$ cat src/rtl/input_debounce_sync.sv
// rtl/input_debounce_sync.sv - synchroniser plus debounce filter for a raw asynchronous control input
// Optional glitch counter (glitch_cnt/glitch_clr) is built when DEBOUNCE_GLITCH_COUNT_EN is defined.
module input_debounce_sync #(
    parameter int   SYNC_STAGES     = 2,
    parameter int   DEBOUNCE_CYCLES = 16,
    parameter logic RESET_LEVEL     = 1'b0
) (
    input  logic        clk,
    input  logic        reset,
    input  logic        in,
`ifdef DEBOUNCE_GLITCH_COUNT_EN
    input  logic        glitch_clr,
    output logic [15:0] glitch_cnt,
`endif
    output logic        out,
    output logic        busy
);

    localparam int CW = $clog2(DEBOUNCE_CYCLES + 1);
    localparam logic [CW-1:0] CNT_MAX = CW'(DEBOUNCE_CYCLES);

    typedef enum logic {STABLE = 1'b0, PENDING = 1'b1} state_t;

    logic [SYNC_STAGES-1:0] sync_q, sync_d;
    state_t                 state_q, state_d;
    logic [CW-1:0]          cnt_q, cnt_d;
    logic                   out_q, out_d;
    logic                   busy_q, busy_d;
    logic                   s;

    assign s = sync_q[SYNC_STAGES-1];

    always_comb begin
        sync_d  = {sync_q[SYNC_STAGES-2:0], in};
        state_d = state_q;
        cnt_d   = cnt_q;
        out_d   = out_q;
        case (state_q)
            STABLE: begin
                cnt_d = '0;
                if (s != out_q) begin
                    state_d = PENDING;
                    cnt_d   = CW'(1);
                end
            end
            PENDING: begin
                if (s == out_q) begin
                    state_d = STABLE;
                    cnt_d   = '0;
                end else if (cnt_q == CNT_MAX) begin
                    out_d   = s;
                    state_d = STABLE;
                    cnt_d   = '0;
                end else begin
                    cnt_d = cnt_q + CW'(1);
                end
            end
            default: begin
                state_d = STABLE;
                cnt_d   = '0;
            end
        endcase
        // busy is registered next to the state so it is a flop output, never a decode
        busy_d = (state_d == PENDING);
    end

    always_ff @(posedge clk or posedge reset) begin
        if (reset) begin
            sync_q  <= {SYNC_STAGES{RESET_LEVEL}};
            state_q <= STABLE;
            cnt_q   <= '0;
            out_q   <= RESET_LEVEL;
            busy_q  <= 1'b0;
        end else begin
            sync_q  <= sync_d;
            state_q <= state_d;
            cnt_q   <= cnt_d;
            out_q   <= out_d;
            busy_q  <= busy_d;
        end
    end

    assign out  = out_q;
    assign busy = busy_q;

`ifdef DEBOUNCE_GLITCH_COUNT_EN
    logic        glitch_ev;
    logic [15:0] glitch_cnt_q, glitch_cnt_d;

    // a PENDING exit with s back at out is a rejected glitch
    assign glitch_ev = (state_q == PENDING) && (s == out_q);

    always_comb begin
        glitch_cnt_d = glitch_cnt_q;
        if (glitch_clr) begin
            glitch_cnt_d = '0;
        end else if (glitch_ev && (glitch_cnt_q != 16'hFFFF)) begin
            glitch_cnt_d = glitch_cnt_q + 16'd1;
        end
    end

    always_ff @(posedge clk or posedge reset) begin
        if (reset) begin
            glitch_cnt_q <= '0;
        end else begin
            glitch_cnt_q <= glitch_cnt_d;
        end
    end

    assign glitch_cnt = glitch_cnt_q;
`endif

endmodule

$ cat config.mk
export PLATFORM = sky130hd
export DESIGN_NAME = input_debounce_sync
export DESIGN_NICKNAME = d
export VERILOG_FILES = /design/src/rtl/input_debounce_sync.sv
export SDC_FILE = /design/constraint.sdc
export NUM_CORES = 1
export LEC_CHECK = 0
export BUFFER_PORTS_ARGS = -buffer_cell sky130_fd_sc_hd__buf_2
export CORE_MARGIN = 4
export CORE_UTILIZATION = 26
export DETAILED_ROUTE_END_ITERATION = 8
export GPL_ROUTABILITY_DRIVEN = 1
export SYNTH_ARGS = -nofsm -noshare
export SYNTH_HDL_FRONTEND = slang
export SYNTH_SLANG_ARGS = --single-unit
$ cat constraint.sdc
create_clock -name clk -period 1.4 [get_ports clk]
set_input_delay 0.28 -clock clk [delete_from_list [all_inputs] [get_ports clk]]
set_output_delay 0.28 -clock clk [all_outputs]
set_load 0.02 [all_outputs]
Word-level counts from Yosys, hierarchy flattened
Index checks and enable logic that the tools add are counted.
{ "totals": {"register_bits": 9, "latchBits": 0, "mem_bits_rw": 0, "mem_bits_ro": 0, "in_bits": 3, "output_inout_bits": 2, "word_cells": 19, "memories": 0} }
{ "classes": {"add_sub_neg": 1, "mul": 0, "div": 0, "order_cmp": 0, "n_eq_ne": 3, "n_shift": 0, "n_mux": 8, "n_bitwise": 2, "n_reduce_logical": 1} }
{ "ops": {"columns": ["op", "n"], "rows": [
  ["$mux 5", 2],
  ["$pmux 5 s2", 1],
  ["$add 5x1->5 const B", 1],
  ["$eq 5x5->1 const B", 1],
  ["$mux 1", 4],
  ["$reduce_and 3->1", 1],
  ["$not 1->1", 2],
  ["$pmux 1 s2", 1],
  ["$eq 1x1->1", 1],
  ["$ne 1x1->1", 1]
]} }

Depth between registers and ports, before layout
Gate-level depths: netlist (run 1).
{ "logic_depth": {"word_depth": 4, "mapped_depth": 5, "mapped_depth_nobuf": 5} }

Least setup slack after synthesis (run 1)
OpenSTA, ideal clock, no wires.
{ "synth_timing": {"kind": "register to register", "from": "register cnt_q[0]", "to": "register out_q (netlist: out)", "setup_ps": 125, "arrival_ps": 1185, "required_ps": 1275, "path_slack_ps": 91, "path_stages_with_launch": 6, "path_buffers": 0, "synth_period_minus_slack_ps": 1309, "path_cell_list": "dfrtp_1 > inv_1 > ha_1 > and4bb_2 > nand2_1 > mux2_2"} }
{ "synth_via": {"elab_chain_cells": 2} }
{ "synth_rtl": {"columns": ["item", "line_no", "source"], "rows": [
  ["from (decl)", "26", "logic [CW-1:0] cnt_q, cnt_d;"],
  ["from (signal assigned)", "77", "cnt_q <= cnt_d;"],
  ["$eq 5x5->1", "50", "end else if (cnt_q == CNT_MAX) begin"],
  ["$reduce_and 3->1 (no source line)", null, null],
  ["to (signal assigned)", "78", "out_q <= out_d;"],
  ["to (decl)", "27", "logic out_q, out_d;"]
]} }
Every way passes these cells.
A chain may end at the register's enable or synchronous reset.

Final worst setup path (run 1)
{ "layout_timing": {"from": "register cnt_q[1]", "to": "register out_q (netlist: out)"} }
Same word-level chain as after synthesis.

==> results of run 1 <==
==> how the worst min path moves through the flow <==
stage | depth (start not counted) | slack (ns) | to
global route | 1 | 0.11 | sync_q[0]
floorplan | 1 | 0.11 | busy
global placement | 2 | 0.25 | sync_q[0]
CTS | 1 | 0.11 | sync_q[0]
finish | 1 | 0.12 | sync_q[0]
detailed placement | 2 | 0.25 | sync_q[0]
==> cell usage after synthesis, drive strengths merged <==
library cell and instances:
dfrtp 9, inv 3, and2 2, and3 2, ha 2, nand3 2
nor2 2, xnor2 2, xor2 2, and4bb 1, mux2 1, nand2 1
nand3b 1, o21ai 1
==> cell type report <==
| class | count | area (um^2) |
|---|---|---|
| inverters | 3 | 11.3 |
| well taps | 15 | 18.8 |
| fillers | 140 | 871 |
| flip-flops and latches | 9 | 225 |
| repair buffers | 6 | 37.5 |
| clock buffers | 4 | 26.3 |
| multi-input cells | 19 | 144 |
==> flip-flops by register name (all words and copies together), names as in the netlist <==
register / flops
out: 1
busy: 1
cnt_q: 5
sync_q: 2
==> metal layers <==
layer / vias to the layer above / GRT usage [%] / wire length [um]
met5: - / 0 / 0
met4: 0 / 8.52 / 27
met3: 3 / 3.52 / 25
met2: 7 / 9.34 / 230
met1: 108 / 7.62 / 275
li1: 121 / - / -
==> power groups by stage <==
stage / Sequential, mW / Clock (mW) / Combinational, mW
4_1_cts: 0.274 / 0.209 / 0.0317
2_1_floorplan: 0.280 / 0 / 0.0156
3_5_place_dp: 0.279 / 0 / 0.0293
6_report: 0.274 / 0.199 / 0.0312
3_3_place_gp: 0.279 / 0 / 0.0297
5_1_grt: 0.275 / 0.222 / 0.0365
==> per-stage QoR <==
step	util [%]	area (um^2)
floorplan	-	380
global placement	32.0	427
detailed placement	32.0	427
CTS	34.7	463
global route	34.7	463
finish	34.7	463
==> critical path, cell delays in order, from the launching register on <==
cell and delay, ns:
dfrtp_1 0.36, inv_1 0.05, ha_1 0.17, and4bb_2 0.23
nand2_1 0.08, mux2_2 0.33
==> cells by family (layout without fill, tap and decap cells) <==
kind of cell               Yosys count  after routing
AOI/OAI and AO/OA                    1              1
xor gates and xnor gates             4              4
adders and majority gates            2              2
buffers and inverters                3             13
DFF                                  9              9
muxes                                1              1
and+or+nand+nor                     11             11
==> metrics.csv, run 1 <==
stage,metric,value,unit
power,ir_drop,0.000509,V
drt,postRouteAntennaNets,0,
clock_network,postCtsHoldBufs,1,
clock_network,tritoncts,done,
synth,synth_top_cell_area_share,59.2,%
critical_path,crit_path_end_kind,flop,
clock_network,clock_latency,0.26,ns
grt,grt_pass1_vias,247,
worst_hold_path,hold_start,in,
power,combPwrFrac,6.2,%
critical_path,path_class,reg2reg,
layout,area_growth,21.7,%
clock_network,cts_max_level,1,
floorplanning,core,0.00133,mm^2
synth,synthAdderAreaFrac,6.58,%
sta,hold_viol_final,0,
clock_network,cts_setup_buffers,0,
layout,antennaDiodeCount,0,
power,power,0.504,mW
sta,slew_viol_final,0,
clock_network,cts.clk_slew.worst_paths,0.06,ns
clock_network,numClockSinks,9,
sta,hold_slack,0.125,ns
sta,finalSetupViolations,0,
clock_network,cts_buffers,3,
drt,finalWirelength,558,um
layout,final_common_cell,dfrtp_1,
critical_path,crit_required,1.55,ns
sta,final.setup.tns,0,ns
synth,synth_xor_area_share,9.21,%
sta,relSlewSlack,77.3,%
sta,fin_crit_sh,94.8,%
critical_path,reg2regPathDepth,5,
critical_path,cp-endpoint,out,
drt,via_per_inst,4.27,
floorplanning,die_height,46.3,um
floorplanning,std_cell_rows,13,
synth,synth_top_family_by_area,simple AND/OR/NAND/NOR gates,
clock_network,ctsRootBufferMaster,clkbuf_4,
synth,synth_top_area_cell,dfrtp_1,
critical_path,worst_ep_arrival_time,1.47,ns
synth,ys_ff_latch,9,
power,leakage,0.230,nW
drt,wl_per_cell,9.96,um
layout,fin_nets,47,
synth,syn_area_per_cell,12.3,um^2
clock_network,clock_path_buffers,2,
grt,grt_max_degree,10,
power,p_seq_share,54.4,%
grt,globalRouteTotalUtil,7.19,%
sta,worst_slew_pin_slew,0.340,ns
power,power.density,1090,mW/mm^2
placed_design,port_buffers,4,
critical_path,rrSetupSlack,0.07,ns
critical_path,crit_start,cnt_q[1],
run,drv_cap,0,
synth,synth_mux_area_share,2.96,%
synth,synth-simple-area-share,17.8,%
synth,mappedNetlistArea,380,um^2
sta,post-route-min-period,1.33,ns
synth,synth_cell_type_count,15,
sta,max_freq,753,MHz
synth,yosys_warnings,0,
critical_path,start_kind,flop,
floorplanning,die_area,0.00214,mm^2
layout,drive_gt1_share,26.8,%
critical_path,critical_path.max_fanout,3,
grt,antenna_found_initial,0,
power,power.net_switching,0.111,mW
layout,instances_no_fill,56,
drt,num_vias,239,
sta,layout_setup_ws,0.0726,ns
clock_network,post_cts_resize_count,0,
grt,grt_pass1_wl,972,um
synth,synthTopCellsByArea,"dfrtp_1, ha_1, xnor2_1",
power,clock_power_share,39.4,%
sta,rsz0062_at_grt,no,
worst_hold_path,hp-class,in2reg,
power,cell_internal_pwr,0.392,mW
synth,synth-seq-area-share,59.2,%
floorplanning,die_w,46.3,um
sta,clock_skew,0.00176,ns
power,switching_share,22.1,%
floorplanning,start_util,28.5,%
critical_path,r2r_end,out,
synth,syn_nets,36,
floorplanning,pin_count,5,
drt,drcViolationCount,0,
drt,drt-pass1-iter-count,2,
synth,synth_compound_area_share,1.32,%
run_status,outcome,finished clean,
placed_design,post-place-cells,51,
layout,layout.cells.most_common_list,"dfrtp_1, buf_2, inv_1, clkbuf_4",
grt,grt_overflow,0,
drt,drt_iter0_markers,2,
placed_design,post-dp-hpwl,397,um
synth,netlist_instances,31,
placed_design,dp_slack,0.0721,ns
placed_design,routabilityCongestion,0.676,
critical_path,crit-reg2reg-launch,cnt_q[1],
Power figures use the tool's default switching activity.
==> inputs of run 2 (changes only) <==
--- a/config.mk
+++ b/config.mk
@@ -5,10 +5,11 @@
 export SDC_FILE = /design/constraint.sdc
 export NUM_CORES = 1
 export LEC_CHECK = 0
-export BUFFER_PORTS_ARGS = -buffer_cell sky130_fd_sc_hd__buf_2
+export ABC_AREA = 1
 export CORE_MARGIN = 4
 export CORE_UTILIZATION = 26
 export DETAILED_ROUTE_END_ITERATION = 8
+export DONT_BUFFER_PORTS = 1
 export GPL_ROUTABILITY_DRIVEN = 1
 export SYNTH_ARGS = -nofsm -noshare
 export SYNTH_HDL_FRONTEND = slang
==> metrics.csv, run 2 <==
stage,metric,value,unit
run_status,outcome,finished clean,
synth,synth_flop_cell,dfrtp_1,
placed_design,port_buffers,0,
synth,syn_area_per_cell,8.68,um^2
power,power,0.493,mW
drt,postRouteAntennaNets,0,
sta,rsz0062_at_grt,no,
grt,antenna_found_initial,0,
grt,grt_overflow,0,
synth,netlist_instances,48,
synth,synth_edf_count,0,
sta,finalSetupViolations,0,
synth,synth_most_common_cell,nand2_1,
clock_network,numClockSinks,9,
critical_path,critical_path.max_fanout,5,
floorplanning,core,0.00151,mm^2
floorplanning,pin_count,5,
synth,synth-seq-area-share,54.1,%
synth,synth_top_area_cell,dfrtp_1,
power,ir_drop,0.000443,V
run,drv_cap,0,
critical_path,start_kind,flop,
sta,post-route-min-period,1.11,ns
synth,synthTopCellsByArea,"dfrtp_1, nand2_1, inv_1",
grt,globalRouteTotalUtil,7.70,%
placed_design,dp_slack,0.290,ns
synth,synth_top_cell_area_share,54.1,%
layout,fill_cells,160,
clock_network,clock_path_buffers,2,
drt,drt-pass1-iter-count,1,
clock_network,tritoncts,done,
critical_path,worst_path_max_delay_cell,dfrtp_1,
floorplanning,std_cell_rows,14,
layout,area_growth,13.5,%
placed_design,post-dp-hpwl,526,um
drt,wl_per_cell,9.30,um
critical_path,slowest_delay,0.42,ns
synth,syn_nets,53,
critical_path,path_class,reg2reg,
layout,final_core_util,31.4,%
drt,finalWirelength,642,um
clock_network,post_cts_resize_count,0,
sta,final.setup.tns,0,ns
layout,multi_input_area,154,um^2
floorplanning,start_util,27.7,%
critical_path,worst_ep_arrival_time,1.25,ns
critical_path,path_cells,"inv_1, ha_1, nand2_1, inv_1, nand3_1, nand2_1, inv_1",
sta,fin_crit_sh,79.4,%
floorplanning,die_w,48.0,um
synth,mappedNetlistArea,417,um^2
power,leakage,0.249,nW
power,power.density,1040,mW/mm^2
synth,yosys_warnings,0,
critical_path,crit_path_end_kind,flop,
critical_path,reg2regPathDepth,7,
clock_network,ctsRootBufferMaster,clkbuf_4,
sta,slew_viol_final,0,
synth,synthArstFlopShare,100,%
layout,fin_nets,59,
sta,relSlewSlack,77.3,%
critical_path,path_delay_family,flip-flops,
worst_hold_path,holdPathStages,0,
drt,drt_iter0_markers,0,
layout,drive_gt1_share,9.43,%
clock_network,cts.clk_slew.worst_paths,0.06,ns
layout,largest_reg_flops,5,
floorplanning,die_height,48.0,um
clock_network,cts_max_level,1,
grt,grt_pass1_vias,298,
sta,max_freq,900,MHz
clock_network,clock_latency,0.25,ns
synth,ys_ff_latch,9,
sta,clock_skew,0.00438,ns
drt,num_vias,297,
critical_path,crit_required,1.54,ns
layout,top_register,cnt_q,
drt,via_per_inst,4.30,
drt,drcViolationCount,0,
placed_design,routabilityCongestion,0.703,
critical_path,cp_num_buf_inv,3,
layout,antennaDiodeCount,0,
layout,largestRegisters,"cnt_q x5, sync_q x2",
worst_hold_path,hp-class,in2reg,
layout,layout.cells.most_common_list,"nand2_1, inv_1, dfrtp_1",
critical_path,crit_top_cell,inv_1,
floorplanning,die_area,0.00231,mm^2
layout,regArea,225,um^2
sta,layout_setup_ws,0.289,ns
synth,synth_common_cells,"nand2_1, inv_1, dfrtp_1",
sta,hold_viol_final,0,
grt,grt_pass1_wl,1220,um
clock_network,cts_buffers,3,
synth,synth_cell_type_count,11,
critical_path,worst-path-stages,7,
sta,worst_slew_pin_slew,0.339,ns
grt,grt_max_degree,10,
layout,final_common_cell,nand2_1,
run 2: metal layers:
layer | track usage, % | wire [um] | share of wire, %
met1 | 9.32 | 276 | 43
met2 | 12.4 | 334 | 52
met3 | 1.50 | 30 | 4.7
met4 | 4.84 | 0 | 0
met5 | 0 | 0 | 0
run 2: cell families after synthesis:
kind of cell,share of synthesized area [%]
fa+ha+maj,6.01
flops,54.1
buf+inv,9.01
xor+xnor,2.10
simple gates,28.8
run 2: area by class of cell:
class	instances	area share (%)
flip-flops and latches	9	47.6
multi-input cells	29	32.5
inverters	10	7.94
clock buffers	4	5.56
well taps	16	4.23
repair buffers	1	2.12
run 2: path summary, 6_finish.rpt:
check	start	endpoint	slack, ns
min	in	sync_q[0]	0.06
max in group asynchronous	reset	cnt_q[1]	0.73
min reg2reg	sync_q[0]	sync_q[1]	0.35
max	cnt_q[0]	busy	0.29
min in group asynchronous	reset	cnt_q[3]	0.42
max reg2reg	cnt_q[0]	busy	0.29
run 2: timing repair:
| item | CTS | global route |
|---|---|---|
| hold buffers | 1 | 0 |
| buffers inserted | 0 | 0 |
| endpoints found under the hold margin | 9 | 0 |
run 2: where the power goes:
part	switching, mW	internal [mW]	total (mW)
sequential	0.0107	0.268	0.279
clock	0.0810	0.109	0.190
combinational	0.0141	0.00920	0.0233
total	0.106	0.387	0.493
run 2: per-stage QoR:
stage,hold slack (ns),cells,cell area (um^2)
6_report,0.0576,69,473
4_1_cts,0.0435,69,473
3_5_place_dp,0.148,64,437
2_1_floorplan,0.108,48,417
3_3_place_gp,0.147,64,437
5_1_grt,0.0420,69,473
